[src/rtl/pc_fetch.sv]
// Fetch unit: owns the architectural PC, issues word fetches over req/ack, and
// hands instructions downstream over valid/ready. Redirects from next-PC logic win over PC+4.
module pc_fetch #(
   parameter logic [31:0] RESET_PC = 32'h0000_3000
) (
   input  logic        clk,
   input  logic        reset,
   output logic        imem_req,
   output logic [31:0] imem_addr,
   input  logic        imem_ack,
   input  logic [31:0] imem_rdata,
   output logic        if_valid,
   input  logic        if_ready,
   output logic [31:0] if_pc,
   output logic [31:0] if_pc4,
   output logic [31:0] if_instr,
   output logic [25:0] if_i26,
   output logic [15:0] if_i16,
   input  logic        redirect,
   input  logic [31:0] npc_in
);

   localparam int unsigned XLEN    = 32;
   localparam logic [31:0] PC_INIT = RESET_PC & ~32'h3;

   typedef enum logic [1:0] {
      ST_RST   = 2'd0,
      ST_FETCH = 2'd1,
      ST_DRAIN = 2'd2,
      ST_HOLD  = 2'd3
   } state_e;

   state_e            state_q;
   logic [XLEN-1:0]   pc_q;
   logic              req_q;
   logic [XLEN-1:0]   addr_q;
   logic              valid_q;
   logic [XLEN-1:0]   if_pc_q;
   logic [XLEN-1:0]   instr_q;

   logic [XLEN-1:0]   npc_al_d;
   logic [XLEN-1:0]   seq_pc_d;
   logic              xfer_d;

   assign npc_al_d = npc_in & ~XLEN'(3);
   assign seq_pc_d = redirect ? npc_al_d : pc_q + XLEN'(4);
   assign xfer_d   = valid_q & if_ready;

   always_ff @(posedge clk or posedge reset) begin
      if (reset) begin
         state_q <= ST_RST;
         pc_q    <= PC_INIT;
         req_q   <= 1'b0;
         addr_q  <= PC_INIT;
         valid_q <= 1'b0;
         if_pc_q <= PC_INIT;
         instr_q <= '0;
      end else begin
         unique case (state_q)
            ST_RST: begin
               req_q   <= 1'b1;
               state_q <= ST_FETCH;
               if (redirect) begin
                  pc_q   <= npc_al_d;
                  addr_q <= npc_al_d;
               end else begin
                  addr_q <= pc_q;
               end
            end
            ST_FETCH: begin
               if (imem_ack && redirect) begin
                  // Wrong-path data: reissue straight at the redirect target.
                  pc_q   <= npc_al_d;
                  addr_q <= npc_al_d;
               end else if (imem_ack) begin
                  instr_q <= imem_rdata;
                  if_pc_q <= addr_q;
                  valid_q <= 1'b1;
                  req_q   <= 1'b0;
                  state_q <= ST_HOLD;
               end else if (redirect) begin
                  pc_q    <= npc_al_d;
                  state_q <= ST_DRAIN;
               end
            end
            ST_DRAIN: begin
               // Outstanding request must complete before a new address is issued.
               if (redirect) begin
                  pc_q <= npc_al_d;
               end
               if (imem_ack) begin
                  addr_q  <= redirect ? npc_al_d : pc_q;
                  state_q <= ST_FETCH;
               end
            end
            ST_HOLD: begin
               if (xfer_d || redirect) begin
                  valid_q <= 1'b0;
                  pc_q    <= seq_pc_d;
                  addr_q  <= seq_pc_d;
                  req_q   <= 1'b1;
                  state_q <= ST_FETCH;
               end
            end
            default: state_q <= ST_RST;
         endcase
      end
   end

   assign imem_req  = req_q;
   assign imem_addr = addr_q;
   assign if_valid  = valid_q;
   assign if_pc     = if_pc_q;
   assign if_pc4    = if_pc_q + XLEN'(4);
   assign if_instr  = instr_q;
   assign if_i26    = instr_q[25:0];
   assign if_i16    = instr_q[15:0];

endmodule
[config.mk]
export PLATFORM = sky130hd
export DESIGN_NAME = pc_fetch
export DESIGN_NICKNAME = d
export VERILOG_FILES = /design/src/rtl/pc_fetch.sv
export SDC_FILE = /design/constraint.sdc
export NUM_CORES = 1
export LEC_CHECK = 0
export ABC_AREA = 1
export BUFFER_PORTS_ARGS = -buffer_cell sky130_fd_sc_hd__buf_2
export CAP_MARGIN = 20
export CORE_ASPECT_RATIO = 1.4
export CORE_UTILIZATION = 50
export CTS_BUF_LIST = sky130_fd_sc_hd__clkbuf_8
export DETAILED_ROUTE_END_ITERATION = 10
export PLACE_DENSITY = 0.78
export SKIP_CTS_REPAIR_TIMING = 1
export SYNTH_ARGS = -nofsm -noshare
export SYNTH_HDL_FRONTEND = slang
export SYNTH_SLANG_ARGS = --single-unit
[constraint.sdc]
create_clock -name clk -period 5 [get_ports clk]
set_input_delay 0 -clock clk [delete_from_list [all_inputs] [get_ports clk]]
set_output_delay 0 -clock clk [all_outputs]
set_load 0.02 [all_outputs]
[After elaboration in Yosys (flattened, before gate mapping)]
Index checks and enable logic that the tools add are counted.
Cells by class
  add/subtract/negate cells: 2
  equal/unequal tests: 10
  multiplexer cells: 23
  bitwise operators: 2
  reduce and logical (&&, ||, !) cells: 12
Operators with widths (count)
  two-way mux 32 bit: 7
  case mux 32 bit (4 select lines): 1
  case mux 32 bit (3 select lines): 1
  adder 32 x 3 -> 32 bit, second input constant: 2
  AND reduction 4 bit: 3
  two-way mux 2 bit: 5
  inequality test 2 bit, second input constant: 5
  case mux 2 bit (4 select lines): 1
  two-way mux 1 bit: 6
  inequality test 3 bit, second input constant: 2
  AND reduction 3 bit: 2
  equality test 2 bit, second input constant: 2
  case mux 1 bit (3 select lines): 1
  nonzero test 3 bit: 1
  equality test 2 x 1 -> 1 bit, second input constant: 1
  zero test 2 bit: 1
  case mux 1 bit (2 select lines): 1
  AND reduction 2 bit: 1
  nonzero test 2 bit: 1
  OR reduction 2 bit: 1
  AND 1 bit: 1
  logical AND 1 bit: 1
  logical OR 1 bit: 1
  NOT 1 bit: 1
Storage, ports and cells
  register bits: 132
  bits of input ports: 69
  output and inout port bits: 172
  word-level logic and storage cells: 56

[Longest topological paths before layout]
  word-level depth: 4
  depth in mapped cells: 12
  gate-level depth less buffers: 12

[Least setup slack after synthesis]
OpenSTA, ideal clock, no wires.
  kind: reg2out
  from: reg if_pc_q[3], in the netlist if_pc[3]
  to: out if_pc4[30]
  arrival time: 1.876 ns
  data required time: 5.000 ns
  slack: 3.124 ns
  cell stages (with the launch flop): 10
  buffers on the path: 0
  cell sequence: dfrtp_1 ha_1 nand2_1 nor3_4 nand2_2 nor2_4 nand2_2 nor2_4 nand4_2 xnor2_1
On the way
  cells in the longest elaborated chain, start to end: 1
RTL lines
  start, declared: line 38  | logic [XLEN-1:0] if_pc_q;
  start signal, assigned: line 77  | if_pc_q <= addr_q;
  adder 32 x 3 -> 32 bit: line 114  | assign if_pc4 = if_pc_q + XLEN'(4);
  end, declared: line 15  | output logic [31:0] if_pc4,
No other way between the ends.

[Final worst setup path]
  from: reg state_q[0]
  to: reg addr_q[17], in the netlist imem_addr[17]
On the way
  cells in the longest elaborated chain, start to end: 3
  elaborated cells between the ends (all ways): 9
  those cells by class: 6 x eq/ne; 1 x mux; 2 x reduce/logical
RTL lines
  start, declared: line 33  | state_e state_q;
  start signal, assigned: line 51  | state_q <= ST_RST;
  start signal, assigned: line 62  | state_q <= ST_FETCH;
  start signal, assigned: line 80  | state_q <= ST_HOLD;
  equality test 2 x 1 -> 1 bit / equality test 2 bit (equally long branches): line 59  | unique case (state_q)
  inequality test 2 bit (no source line)
  AND reduction 3 bit (no source line)
  end signal, assigned: line 65  | addr_q <= npc_al_d;
  end signal, assigned: line 67  | addr_q <= pc_q;
  end signal, assigned: line 74  | addr_q <= npc_al_d;
  end, declared: line 36  | logic [XLEN-1:0] addr_q;
Several ways; a longest one is shown, not always the timed one.
A chain may end at the register's enable or synchronous reset.

==> metrics.md <==
| Metric | Value |
|---|---|
| Status | `finished, violations left` |
| Failing checks | `hold timing` |
| Die Y | `about 150 um` |
| Setup Skew | `around 0.019 ns` |
| Gr usage total | `0.305` |
| Syn_area_per_cell | `~8 um^2` |
| Initial core utilization | `0.509` |
| Worst-margin pin slew | `about 0.97 ns` |
| Min-delay src | `npc_in[4]` |
| Hold Path Stages | `3` |
| Worst hold path class | `in -> reg` |
| Post-synthesis instance total | `roughly 1000` |
| Max-slew violation count | `0` |
| Global-route wire length before repair | `around 39000 um` |
| Max-Cap Viols | `0` |
| Core Region | `0.0161 mm^2` |
| Row count | `55` |
| Critical path type | `reg -> reg` |
| Pre-antenna DRT Iters | `6` |
| Setup TNS Final | `0 ns` |
| Combinational power share | `0.562` |
| DR DRC count | `0` |
| Clk buf depth | `2` |
| Hpwl dp | `around 18000 um` |
| Via density per instance | `5.63` |
| DR WL/cell | `between 15 and 20 um` |
| Leakage | `0.00508 uW` |
| Clk pwr share | `0.134` |
| Count of final setup violators | `0` |
| R2R depth | `9` |
| Grt ovf | `0` |
| Switching share of power | `0.524` |
| CTS Sinks | `between 100 and 150` |
| Crit path required time | `~5.3 ns` |
| RSZ-0062 raised after global routing | `false` |
| Power, Total | `slightly above 7000 uW` |
| Flops & latches, synth | `between 100 and 150` |
| Post-synthesis sequential area ratio | `0.404` |
| Number of DRC markers in iteration 0 | `between 800 and 900` |
| P_sw | `around 3800 uW` |
| Critical Path Fanout Max | `48` |
| Area growth from synthesis to layout | `23.1%` |
| Yosys warning count | `0` |
| CP endpoint kind | `flop` |
| Final hold vios | `11` |
| Reg2reg start | `state_q[0]` |
| Layout cells sized above 1 | `0.292` |
| Final net count | `about 1300` |
| Die Width | `approximately 110 um` |
| Sequential Power Share | `0.304` |
| # IOs | `roughly 240` |
| WL final | `approximately 26000 um` |
| Clock buffer count from CTS | `17` |
| CTS tree | `yes` |
| Root Driver | `clkbuf_8` |
| Netlist cell types | `44` |
| Reg-to-Reg End | `imem_addr[17]` |
| PwrDens | `slightly above 700 mW/mm^2` |
| Maximum vdd ir drop | `541 uV` |
| Final min period | `roughly 3.0 ns` |
| Hold EP | `imem_addr[4]` |
| Clock latency on the worst-skew pair | `roughly 0.45 ns` |
| Die ar. | `roughly 0.017 mm^2` |
| Worst Path Arrival | `3.32 ns` |
| Htree depth | `4` |
| Final period util | `0.608` |
| Via Count | `between 8000 and 9000` |
| IO Port Bufs | `about 240` |
| Initial antenna violation count | `1` |
| Fmax | `roughly 0.33 GHz` |
| Worst-path clk slew | `around 0.09 ns` |
| Pin count of the biggest net entering global routing | `95` |
| Worst R2R Setup Slack | `1.96 ns` |
| Hold_ws | `-0.0434 ns` |
| Antenna Nets Post-Route | `0` |
| Int Power | `3420 uW` |
| Syn Nets | `1111` |
| Netlist Area Pre-Place | `just over 0.008 mm^2` |
| Vias in the first global route | `roughly 7600` |
| Routability Congestion | `~0.90` |
| Critical Path Source Type | `flop` |
| Worst rel slew slack | `0.355` |
-- layer usage --
layer / track usage / vias to the layer above / wire length [um]
li1: - / 3853 / -
met1: 0.366 / 3927 / 9910
met2: 0.521 / 426 / 13400
met3: 0.0465 / 87 / 1850
met4: 0.152 / 0 / 1210
met5: 0 / - / 0
-- cell usage in the layout, fill, tap and decap left out, types with 5 or more instances in the layout --
master,Yosys,final
o211ai_1,5,5
ha_1,6,5
xnor2_1,11,11
o21ai_0,61,61
clkbuf_8,0,18
buf_2,21,238
a221oi_1,14,14
nand2_2,9,9
dfstp_2,6,6
mux2_2,34,34
nor2_1,90,89
xor2_1,18,18
a211oi_1,5,5
nor2_2,8,9
inv_2,9,9
o22ai_1,6,6
a22oi_1,31,31
nand3_1,59,58
dfrtp_1,126,126
nand4_1,27,27
nand2_1,204,204
nor2_4,8,8
buf_4,47,9
o2111ai_1,8,8
dlygate4sd3_1,0,49
inv_1,113,112
nor3_1,10,10
a21oi_1,48,48
-- power by group through the flow --
| stage | clock network, uW | logic (uW) | registers, uW |
|---|---|---|---|
| finish | 967 | 4050 | 2180 |
| CTS | 974 | 3970 | 2150 |
| floorplan | 0 | 2490 | 2510 |
| global route | 1020 | 4440 | 2260 |
| global placement | 0 | 3890 | 2150 |
| detailed placement | 0 | 3960 | 2170 |
-- synthesized netlist by cell type, drive strengths merged --
master   instances  share of area
xor2            18          0.019
nand3b           3         0.0027
a21oi           48          0.029
a221oi          14          0.015
nand3           61          0.039
o2111ai          8         0.0086
nor4             3         0.0031
clkbuf          19         0.0087
o21ai           62          0.038
nand4           28          0.022
a211oi           5         0.0046
ha               6         0.0092
mux2            34          0.047
o211ai           5         0.0046
nor3            14          0.012
nand2          214           0.10
xnor2           11          0.012
o32a             1         0.0012
o221ai           2         0.0021
a22oi           31          0.028
buf             72          0.058
dfrtp          126           0.39
inv            122          0.056
o21bai           2         0.0018
clkinv           1        0.00046
a31oi            2         0.0015
or2              4         0.0031
dfstp            6          0.019
nor2           108          0.063
o22ai            6         0.0046
-- cell type report --
cell class | instances | area (um^2)
antenna | 1 | 2.50
tap | 199 | 249
clock inverter | 14 | 165
inverter | 123 | 464
multi-input combinational | 690 | 3890
clock buffer | 18 | 248
timing repair buffer | 296 | 1750
sequential | 132 | 3310
fill | 1420 | 6020
-- critical path, cell delays in order, from the launching register on --
cell	delay (ns)
dfrtp_1	0.43
ha_1	0.21
buf_4	0.24
nand3_2	0.32
nand2_1	0.09
buf_4	0.22
nor2_4	0.38
inv_2	0.45
a221oi_1	0.38
a22oi_1	0.11
-- stage by stage --
stage | instance area (um^2) | utilization | setup WS [ns] | std cells
after floorplan | 8190 | - | 1.48 | 1036
after global placement | 9170 | 0.570 | 2.17 | 1391
after detailed placement | 9170 | 0.570 | 2.09 | 1391
after CTS | 9590 | 0.595 | 2.05 | 1423
after global routing | 10100 | 0.626 | 1.81 | 1473
final | 10100 | 0.626 | 1.96 | 1473
-- cells by family after synthesis --
kind of cell             after synthesis  synth area share
AND/OR/NAND/NOR                      435             0.246
buffers and inverters                214             0.123
AO/OA/AOI/OAI                        186             0.140
flip-flops                           132             0.404
multiplexers                          34            0.0468
XOR/XNOR                              29            0.0310
adder cells (fa/ha/maj)                6           0.00917
-- worst max-delay path by stage --
stage,start,endpoint,slack (ns),cells after the start
floorplan,reset,async pin,1.48,1
global placement,state_q[0],imem_addr[17],2.17,9
detailed placement,state_q[0],imem_addr[17],2.09,9
CTS,state_q[0],imem_addr[17],2.05,9
global route,state_q[0],imem_addr[17],1.81,9
finish,state_q[0],imem_addr[17],1.96,9
(Power assumes the default switching activity.)
